<file path="config.mk">
export PLATFORM = sky130hd
export DESIGN_NAME = flog_top_top
export DESIGN_NICKNAME = d
export VERILOG_FILES = /design/src/rtl/flog_top_top.sv
export SDC_FILE = /design/constraint.sdc
export NUM_CORES = 1
export LEC_CHECK = 0
export CORE_ASPECT_RATIO = 0.75
export CORE_UTILIZATION = 57
export CTS_CLUSTER_SIZE = 14
export DETAILED_ROUTE_END_ITERATION = 16
export PLACE_DENSITY = 0.85
export RECOVER_POWER = 25
export SLEW_MARGIN = 10
export SYNTH_ARGS = -nofsm -noshare
export SYNTH_HDL_FRONTEND = slang
export SYNTH_SLANG_ARGS = --single-unit
</file>
<file path="constraint.sdc">
create_clock -name clk -period 4 [get_ports clk]
set_input_delay 1 -clock clk [delete_from_list [all_inputs] [get_ports clk]]
set_output_delay 1 -clock clk [all_outputs]
set_load 0.05 [all_outputs]
</file>
<file path="src/rtl/flog_top_top.sv">
// Iterative bfloat16 log2 unit: operand capture, table lookup of log2(1.f), fixed-point add,
// then leading-one normalisation back to bfloat16 fields.
module flog_top_top #(
   parameter int EXP_WIDTH     = 8,
   parameter int FRACT_WIDTH   = 7,
   parameter int LUT_FRAC_BITS = 24
) (
   input  logic                   clk,
   input  logic                   rst,
   input  logic                   sign,
   input  logic [EXP_WIDTH-1:0]   exponent,
   input  logic [FRACT_WIDTH-1:0] fractional,
   input  logic                   valid_i,
   output logic                   s_res_o,
   output logic [EXP_WIDTH-1:0]   e_res_o,
   output logic [FRACT_WIDTH-1:0] f_res_o,
   output logic                   valid_o
);

   localparam int ResW    = 1 + EXP_WIDTH + FRACT_WIDTH;
   localparam int MagW    = EXP_WIDTH + LUT_FRAC_BITS;
   localparam int PosW    = $clog2(MagW);
   localparam int BiasInt = (1 << (EXP_WIDTH - 1)) - 1;
   localparam int ResBias = BiasInt - LUT_FRAC_BITS;
   localparam int LutSize = 1 << FRACT_WIDTH;

   localparam logic [EXP_WIDTH-1:0]   ExpMax   = '1;
   localparam logic [FRACT_WIDTH-1:0] QnanFrac = {1'b1, {(FRACT_WIDTH-1){1'b0}}};
   localparam logic [ResW-1:0] NegInf = {1'b1, ExpMax, {FRACT_WIDTH{1'b0}}};
   localparam logic [ResW-1:0] PosInf = {1'b0, ExpMax, {FRACT_WIDTH{1'b0}}};
   localparam logic [ResW-1:0] Qnan   = {1'b0, ExpMax, QnanFrac};

   typedef enum logic [2:0] {IDLE, LUT, ADD, NORM, DONE} state_t;

   // Elaboration-time log2(1 + idx/2^FRACT_WIDTH) by repeated squaring, one extra bit kept for rounding.
   function automatic logic [LUT_FRAC_BITS-1:0] log2Entry(input int idx);
      logic [127:0]           x;
      logic [LUT_FRAC_BITS:0] r;
      x = 128'(idx + LutSize) << (60 - FRACT_WIDTH);
      r = '0;
      for (int k = 0; k <= LUT_FRAC_BITS; k++) begin
         x = (x * x) >> 60;
         r = r << 1;
         if (x >= (128'd2 << 60)) begin
            r[0] = 1'b1;
            x    = x >> 1;
         end
      end
      r = r + 1'b1;
      return r[LUT_FRAC_BITS:1];
   endfunction

   logic [LUT_FRAC_BITS-1:0] lutRom [LutSize];

   for (genvar g = 0; g < LutSize; g++) begin : gLut
      localparam logic [LUT_FRAC_BITS-1:0] Entry = log2Entry(g);
      assign lutRom[g] = Entry;
   end

   state_t                   state_q, state_d;
   logic                     opSign_q;
   logic [EXP_WIDTH-1:0]     opExp_q;
   logic [FRACT_WIDTH-1:0]   opFrac_q;
   logic [EXP_WIDTH:0]       nInt_q, nInt_d;
   logic [LUT_FRAC_BITS-1:0] tab_q;
   logic                     special_q, special_d;
   logic [ResW-1:0]          specRes_q, specRes_d;
   logic                     sumNeg_q;
   logic [MagW-1:0]          mag_q, mag_d;
   logic [ResW-1:0]          res_q, res_d;
   logic                     valid_q, valid_d;
   logic [EXP_WIDTH+LUT_FRAC_BITS:0] sumS;
   logic [PosW-1:0]          leadPos;
   logic [MagW-1:0]          normShift;

   always_ff @(posedge clk or posedge rst) begin
      if (rst) state_q <= IDLE;
      else     state_q <= state_d;
   end

   always_comb begin
      state_d = state_q;
      valid_d = 1'b0;
      case (state_q)
         IDLE:    if (valid_i) state_d = LUT;
         LUT:     state_d = ADD;
         ADD:     state_d = NORM;
         NORM:    state_d = DONE;
         DONE: begin
            valid_d = valid_i;
            if (!valid_i) state_d = IDLE;
         end
         default: state_d = IDLE;
      endcase
   end

   // Special operands win over the arithmetic; exponent zero is checked first so -0 gives -inf.
   always_comb begin
      nInt_d    = {1'b0, opExp_q} - (EXP_WIDTH+1)'(BiasInt);
      special_d = 1'b1;
      specRes_d = '0;
      if (opExp_q == '0)                             specRes_d = NegInf;
      else if (opExp_q == ExpMax && opFrac_q != '0) specRes_d = Qnan;
      else if (opSign_q)                             specRes_d = Qnan;
      else if (opExp_q == ExpMax)                    specRes_d = PosInf;
      else                                           special_d = 1'b0;
   end

   // The signed fixed-point sum is just the integer part concatenated above the table fraction.
   always_comb begin
      sumS  = {nInt_q, tab_q};
      mag_d = sumS[MagW] ? (~sumS[MagW-1:0] + 1'b1) : sumS[MagW-1:0];
   end

   always_comb begin
      leadPos = '0;
      for (int i = 0; i < MagW; i++) begin
         if (mag_q[i]) leadPos = i[PosW-1:0];
      end
      normShift = mag_q << (PosW'(MagW - 1) - leadPos);
      res_d     = {sumNeg_q, EXP_WIDTH'(ResBias) + EXP_WIDTH'(leadPos),
                   normShift[MagW-2 -: FRACT_WIDTH]};
      if (special_q)        res_d = specRes_q;
      else if (mag_q == '0) res_d = '0;
   end

   always_ff @(posedge clk or posedge rst) begin
      if (rst) begin
         opSign_q  <= 1'b0;
         opExp_q   <= '0;
         opFrac_q  <= '0;
         nInt_q    <= '0;
         tab_q     <= '0;
         special_q <= 1'b0;
         specRes_q <= '0;
         sumNeg_q  <= 1'b0;
         mag_q     <= '0;
         res_q     <= '0;
         valid_q   <= 1'b0;
      end else begin
         case (state_q)
            IDLE: begin
               if (valid_i) begin
                  opSign_q <= sign;
                  opExp_q  <= exponent;
                  opFrac_q <= fractional;
               end
            end
            LUT: begin
               nInt_q    <= nInt_d;
               tab_q     <= lutRom[opFrac_q];
               special_q <= special_d;
               specRes_q <= specRes_d;
            end
            ADD: begin
               sumNeg_q <= nInt_q[EXP_WIDTH];
               mag_q    <= mag_d;
            end
            NORM:    res_q <= res_d;
            default: ;
         endcase
         valid_q <= valid_d;
      end
   end

   assign s_res_o = res_q[ResW-1];
   assign e_res_o = res_q[ResW-2 -: EXP_WIDTH];
   assign f_res_o = res_q[FRACT_WIDTH-1:0];
   assign valid_o = valid_q;

endmodule

</file>
# After elaboration in Yosys (flattened, before gate mapping)
# Memory sizes are Yosys's and may differ from the RTL's. A register that Yosys moved wholly into a read port is not among the register bits.
# Cells that the tools add are included.
# totals
ff_bits,95
rom_bits,3072
memories,1
# memory_table
name,words,width,read_ports,rd_clocked_by_memory_dff,wr,line,source
(name not given),128,24,1,1,0,151,tab_q <= lutRom[opFrac_q];
# op_classes
addsub,4
n_eq_ne,7
shifts,1
muxes,46
bitwise_logic,2
n_reduce_logical,7
# op_table
op,n
2-to-1 mux 5 bit,30
2-to-1 mux 16 bit,3
2-to-1 mux 15 bit,3
adder 32 x 1 -> 32 bit (second input constant),1
zero test 32 bit,1
2-to-1 mux 32 bit,1
NOT 32 bit,1
left shift 32 x 5 -> 31 bit,1
one-hot mux 3 bit (5 select lines),1
subtractor 8 x 7 -> 9 bit (second input constant),1
adder 7 x 5 -> 8 bit (first input constant),1
== test 8 bit (second input constant),1
zero test 8 bit,1
NOT 7 -> 8 bit,1
nonzero test 7 bit,1
== test 3 x 2 -> 1 bit (second input constant),2
2-to-1 mux 1 bit,6
2-to-1 mux 3 bit,2
subtractor 5 bit (first input constant),1
inequality test 2 bit (second input constant),2
AND reduction 2 bit,2
== test 3 x 1 -> 1 bit (second input constant),1
== test 3 bit (second input constant),1
zero test 3 bit,1
logical AND 1 bit,1

# Longest topological paths before layout
# logic_depth
depth_word,35
depth_mapped,14
ltp_nobuf,11

# Least setup slack after synthesis
# OpenSTA, ideal clock, no wires.
# synth_path
path_type,reg-to-reg
startpoint,reg opFrac_q[1]
endpoint,reg tab_q[18]
setup_ns,0.118
t_arrival_ns,2.657
path_slack_ns,1.225
stages_incl_launch_ff,12
period_less_slack_ns,2.775
cell_sequence,dfrtp_1 clkbuf_1 inv_1 ha_1 clkinv_1 nor2_1 nor3_1 a311oi_1 a31oi_1 a211oi_1 a211oi_1 a21o_1
# synth_between
elab_chain_len,1
# synth_lines
element,line,source
start: declaration,63,logic [FRACT_WIDTH-1:0] opFrac_q;
start signal: assignment,146,opFrac_q <= fractional;
NOT 7 -> 8 bit (not written as such),151,
end: declaration,65,logic [LUT_FRAC_BITS-1:0] tab_q;
# No other way between the ends.
# A chain may end at the register's enable or synchronous reset.

# Worst setup path in the final report
# layout_path
startpoint,reg mag_q[29]
endpoint,reg res_q[6]
# layout_between
elab_chain_len,7
# layout_lines
element,line,source
start: declaration,69,"logic [MagW-1:0] mag_q, mag_d;"
start signal: assignment,157,mag_q <= mag_d;
2-to-1 mux 5 bit (3 in series),118,if (mag_q[i]) leadPos = i[PosW-1:0];
subtractor 5 bit,120,normShift = mag_q << (PosW'(MagW - 1) - leadPos);
left shift 32 x 5 -> 31 bit,120,
2-to-1 mux 16 bit *,124,else if (mag_q == '0) res_d = '0;
2-to-1 mux 16 bit *,123,if (special_q) res_d = specRes_q;
end signal: assignment,159,NORM: res_q <= res_d;
end: declaration,70,"logic [ResW-1:0] res_q, res_d;"
# Mark *: on every way between the ends. The rest lies on a longest branch, timed or not.

==> out/summary.txt <==
==========================================================================================
Number of maximum-capacitance constraint violations                                      2
Dominant combinational cell family by area after synthesis                    compound AO/OA/AOI/OAI gates
Share of synthesized cell area in full adder, half adder and majority cells          2.88%
CP Capture Type                                                                   register
Routed wl met2                                                                15100 microns
Final antenna-violating net count                                                        0
Main flop type after synthesis                                                sky130_fd_sc_hd__dfrtp_1
RePlAce Congestion                                                                    1.11
Number of fill cells in the layout                                                    1488
DRC viols                                                                                0
Initial DRT Pass Iterations                                                              6
Crit Path Category                                                                 reg2reg
DR vias/cell                                                                          7.33
Total routing resource utilization after global routing                              44.1%
Final hold violation count                                                               0
Post-synth design cell area                                                   0.00990 sq mm
Placeable core region                                                         0.0169 sq mm
Initial antenna violation count                                                          1
Average wire per standard cell                                                25.6 microns
Vias in the first global route                                                        9989
Number of register bits inferred by synthesis                                          105
Clock buffers created by TritonCTS                                                       9
Synth Instances                                                                       1365
Total die area                                                                0.0179 sq mm
Sequential area share after synthesis                                                26.5%
Met3 WL post-DR                                                               6840 microns
Type of element launching the critical path                                       register
Overall die width                                                              154 microns
Critical register-to-register path startpoint                                 mag_q[29]$_DFFE_PP0P_
Number of primary I/O pins                                                              36
Number of synthesized flops with an enable pin                                           0
Initial detailed-routing violation count                                              2297
Standard-cell rows                                                                      41
Compound-gate portion of the synthesized area                                        31.5%
Reg2reg setup slack                                                                0.47 ns
Residual overflow from global routing                                                    0
Final Cycle Share                                                                    88.2%
Unrepaired setup endpoints after global routing                                         no
Clock insertion delay at the later pin of the skew report                          0.37 ns
Pin count of the biggest net entering global routing                                    93
CTS-repair resized insts                                                                 0
Simple-gate share of the synthesized area                                            22.4%
Total of buffers placed on input and output ports                                       35
Clock buffer depth                                                                       2
Reg2reg path depth                                                                       8
Share of Yosys cell area claimed by the top area cell type                           26.5%
Layout Area Growth over Synthesis                                                    7.62%
CP required                                                                        4.30 ns
Chip Height                                                                    116 microns
Worst reg2reg path endpoint                                                   res_q[6]$_DFFE_PP0N_
Final HPWL DP                                                                 28800 microns
Largest clock skew in the final design                                           0.0169 ns
Cell types with the largest area share after synthesis                        sky130_fd_sc_hd__dfrtp_1 27%, sky130_fd_sc_hd__nand2_1 8.6%, sky130_fd_sc_hd__o21ai_0 8.1%, sky130_fd_sc_hd__a21oi_1 5.0%, sky130_fd_sc_hd__nor2_1 4.1%
CTS tree                                                                             built
Post-synthesis cell type with the largest combined area                       sky130_fd_sc_hd__dfrtp_1
Ordered cell list for the critical path                                       nor3_1 > o2111ai_1 > o211ai_4 > mux2i_1 > mux2i_1 > nor3_1 > or4_1 > a31oi_1
Post-CTS setup buffer count                                                              0
Via Count                                                                            11300
Path class of the lowest-slack min-delay path                                      reg2reg
Dominant cell by count in the synthesized netlist                             sky130_fd_sc_hd__nand2_1
Max Fanout on Critical Path                                                             36
Hold Crit Endpoint                                                            res_q[13]$_DFFE_PP0N_
Failing checks                                                                capacitance limit, slew limit
Xor/xnor share of the synthesized area                                               3.45%
Final setup violation count                                                              0
Top cells by instance count after synthesis                                   226 x sky130_fd_sc_hd__nand2_1, 160 x sky130_fd_sc_hd__o21ai_0, 109 x sky130_fd_sc_hd__nor2_1, 105 x sky130_fd_sc_hd__dfrtp_1, 99 x sky130_fd_sc_hd__a21oi_1
Total negative slack                                                                  0 ns
Pin slew with the least headroom to its limit                                      2.33 ns
Combined flip-flop and latch cell area                                        0.00264 sq mm
Share of synthesized area spent on multiplexers                                      6.65%
Clock transition at the registers of the reported paths                            0.09 ns
Worst endpoint data arrival time                                                   3.83 ns
Root buf cell                                                                 sky130_fd_sc_hd__clkbuf_16
Unique masters post-synth                                                               84
Number of sinks driven by the clock tree                                               105
Relative max-transition margin                                                      -55.5%
Final period demand of the worst path                                              3.53 ns
Mapped Avg Cell Area                                                            7.25 sq um
Family with the most delay on the worst path                                  compound AO/OA/AOI/OAI gates
Run status                                                                    finished with violations
Min-delay src                                                                 res_q[13]$_DFFE_PP0N_
Synth warnings                                                                           0
Number of buffers and inverters on the critical path                                     0
Number of cells traversed by the worst hold path                                         2
Fin. max-slew vios                                                                     118
Worst stage delay on the critical path                                             0.93 ns
Wire length of the first global-routing pass                                  59700 microns
Final Routed Wirelength                                                       39500 microns
Post-synthesis async set-or-reset flop share                                          100%
Area of the multi-input gates                                                 0.00663 sq mm
Quantity of hold-fixing buffers added after cts                                          0
M1 WL                                                                         16700 microns
Number of nets in the layout                                                          1366
Max Clk Rate                                                                     0.283 GHz
Effective utilization at floorplan                                                   58.5%
Fraction of layout instances using a drive strength above 1                          7.67%
Critical-path top delay cell                                                  sky130_fd_sc_hd__o211ai_4
H-tree lvl count                                                                         3
Uppermost layer routed                                                                met4
Synth Net Count                                                                       1406
==========================================================================================
==> logic make-up (layout without fill, tap and decap cells) <==
logic type	Yosys count	after routing
AND/OR/NAND/NOR	498	498
AO/OA/AOI/OAI	487	487
buffers and inverters	161	126
flip-flops	105	105
multiplexers	52	52
XOR/XNOR	39	39
adder cells (fa/ha/maj)	23	23
other	0	1
==> per-layer routing <==
layer	vias up	GRT usage (%)
met4	0	9.67
met2	917	57.6
met1	5371	64.9
met5	-	1.32
met3	117	19.9
li1	4932	-
==> worst max-delay path by stage <==
| stage | from | endpoint | slack, ns | depth (start not counted) |
|---|---|---|---|---|
| after floorplan | rst | mag_q[0]$_DFFE_PP0P_ | 0.24 | 1 |
| final | mag_q[29]$_DFFE_PP0P_ | res_q[6]$_DFFE_PP0N_ | 0.47 | 8 |
| after CTS | mag_q[29]$_DFFE_PP0P_ | res_q[6]$_DFFE_PP0N_ | 0.59 | 8 |
| after global placement | mag_q[12]$_DFFE_PP0P_ | res_q[6]$_DFFE_PP0N_ | 0.73 | 9 |
| after global routing | mag_q[29]$_DFFE_PP0P_ | res_q[6]$_DFFE_PP0N_ | 0.30 | 8 |
| after detailed placement | mag_q[29]$_DFFE_PP0P_ | res_q[6]$_DFFE_PP0N_ | 0.58 | 8 |
==> placed cells by master (no fill, tap or decap), drive strengths merged, types with 9 or more instances in the layout <==
| cell type | n |
|---|---|
| a211oi | 33 |
| a21oi | 100 |
| a311oi | 16 |
| a31oi | 27 |
| buf | 41 |
| clkbuf | 11 |
| clkdlybuf4s50 | 33 |
| dfrtp | 105 |
| ha | 22 |
| inv | 32 |
| mux2 | 10 |
| mux2i | 32 |
| mux4 | 10 |
| nand2 | 226 |
| nand2b | 12 |
| nand3 | 33 |
| nor2 | 110 |
| nor3 | 47 |
| nor4 | 11 |
| o211ai | 20 |
| o21ai | 170 |
| o221ai | 12 |
| o311ai | 21 |
| o31ai | 13 |
| o41ai | 9 |
| or3 | 9 |
| xnor2 | 13 |
| xor2 | 26 |
==> worst min-delay path, stage by stage, from the launching register on <==
cell	delay [ns]
sky130_fd_sc_hd__dfrtp_1	0.35
sky130_fd_sc_hd__nand2_1	0.05
sky130_fd_sc_hd__o21ai_0	0.06
==> layout make-up <==
type	instances	area share, %
multi-input cells	1099	62.2
diodes	1	0.0235
well taps	215	2.52
clock inverters	7	0.881
inverters	32	1.15
clock buffers	9	2.11
repair buffers	78	6.36
flip-flops and latches	105	24.7
==> stage by stage <==
stage / instances / setup WS (ns) / area (sq um) / utilization [%] / hold WS, ns
after floorplan: 1365 / 0.239 / 9900 / - / 0.450
after global placement: 1529 / 0.728 / 10300 / 61.1 / 0.461
after detailed placement: 1529 / 0.582 / 10300 / 61.1 / 0.473
after CTS: 1545 / 0.587 / 10700 / 63.0 / 0.495
after global routing: 1545 / 0.297 / 10700 / 62.9 / 0.523
final: 1546 / 0.472 / 10700 / 62.9 / 0.494
==> flip-flops by register name, summed over array words and instances, names as in the netlist <==
register   flops
specRes_q      2
res_q         16
tab_q         24
special_q      1
valid_o        1
state_q        3
mag_q         32
sumNeg_q       1
opFrac_q       7
opExp_q        8
nInt_q         9
opSign_q       1
Power is not shown: default switching activity piles up to over one toggle a cycle in this logic, so the estimate is an artifact.
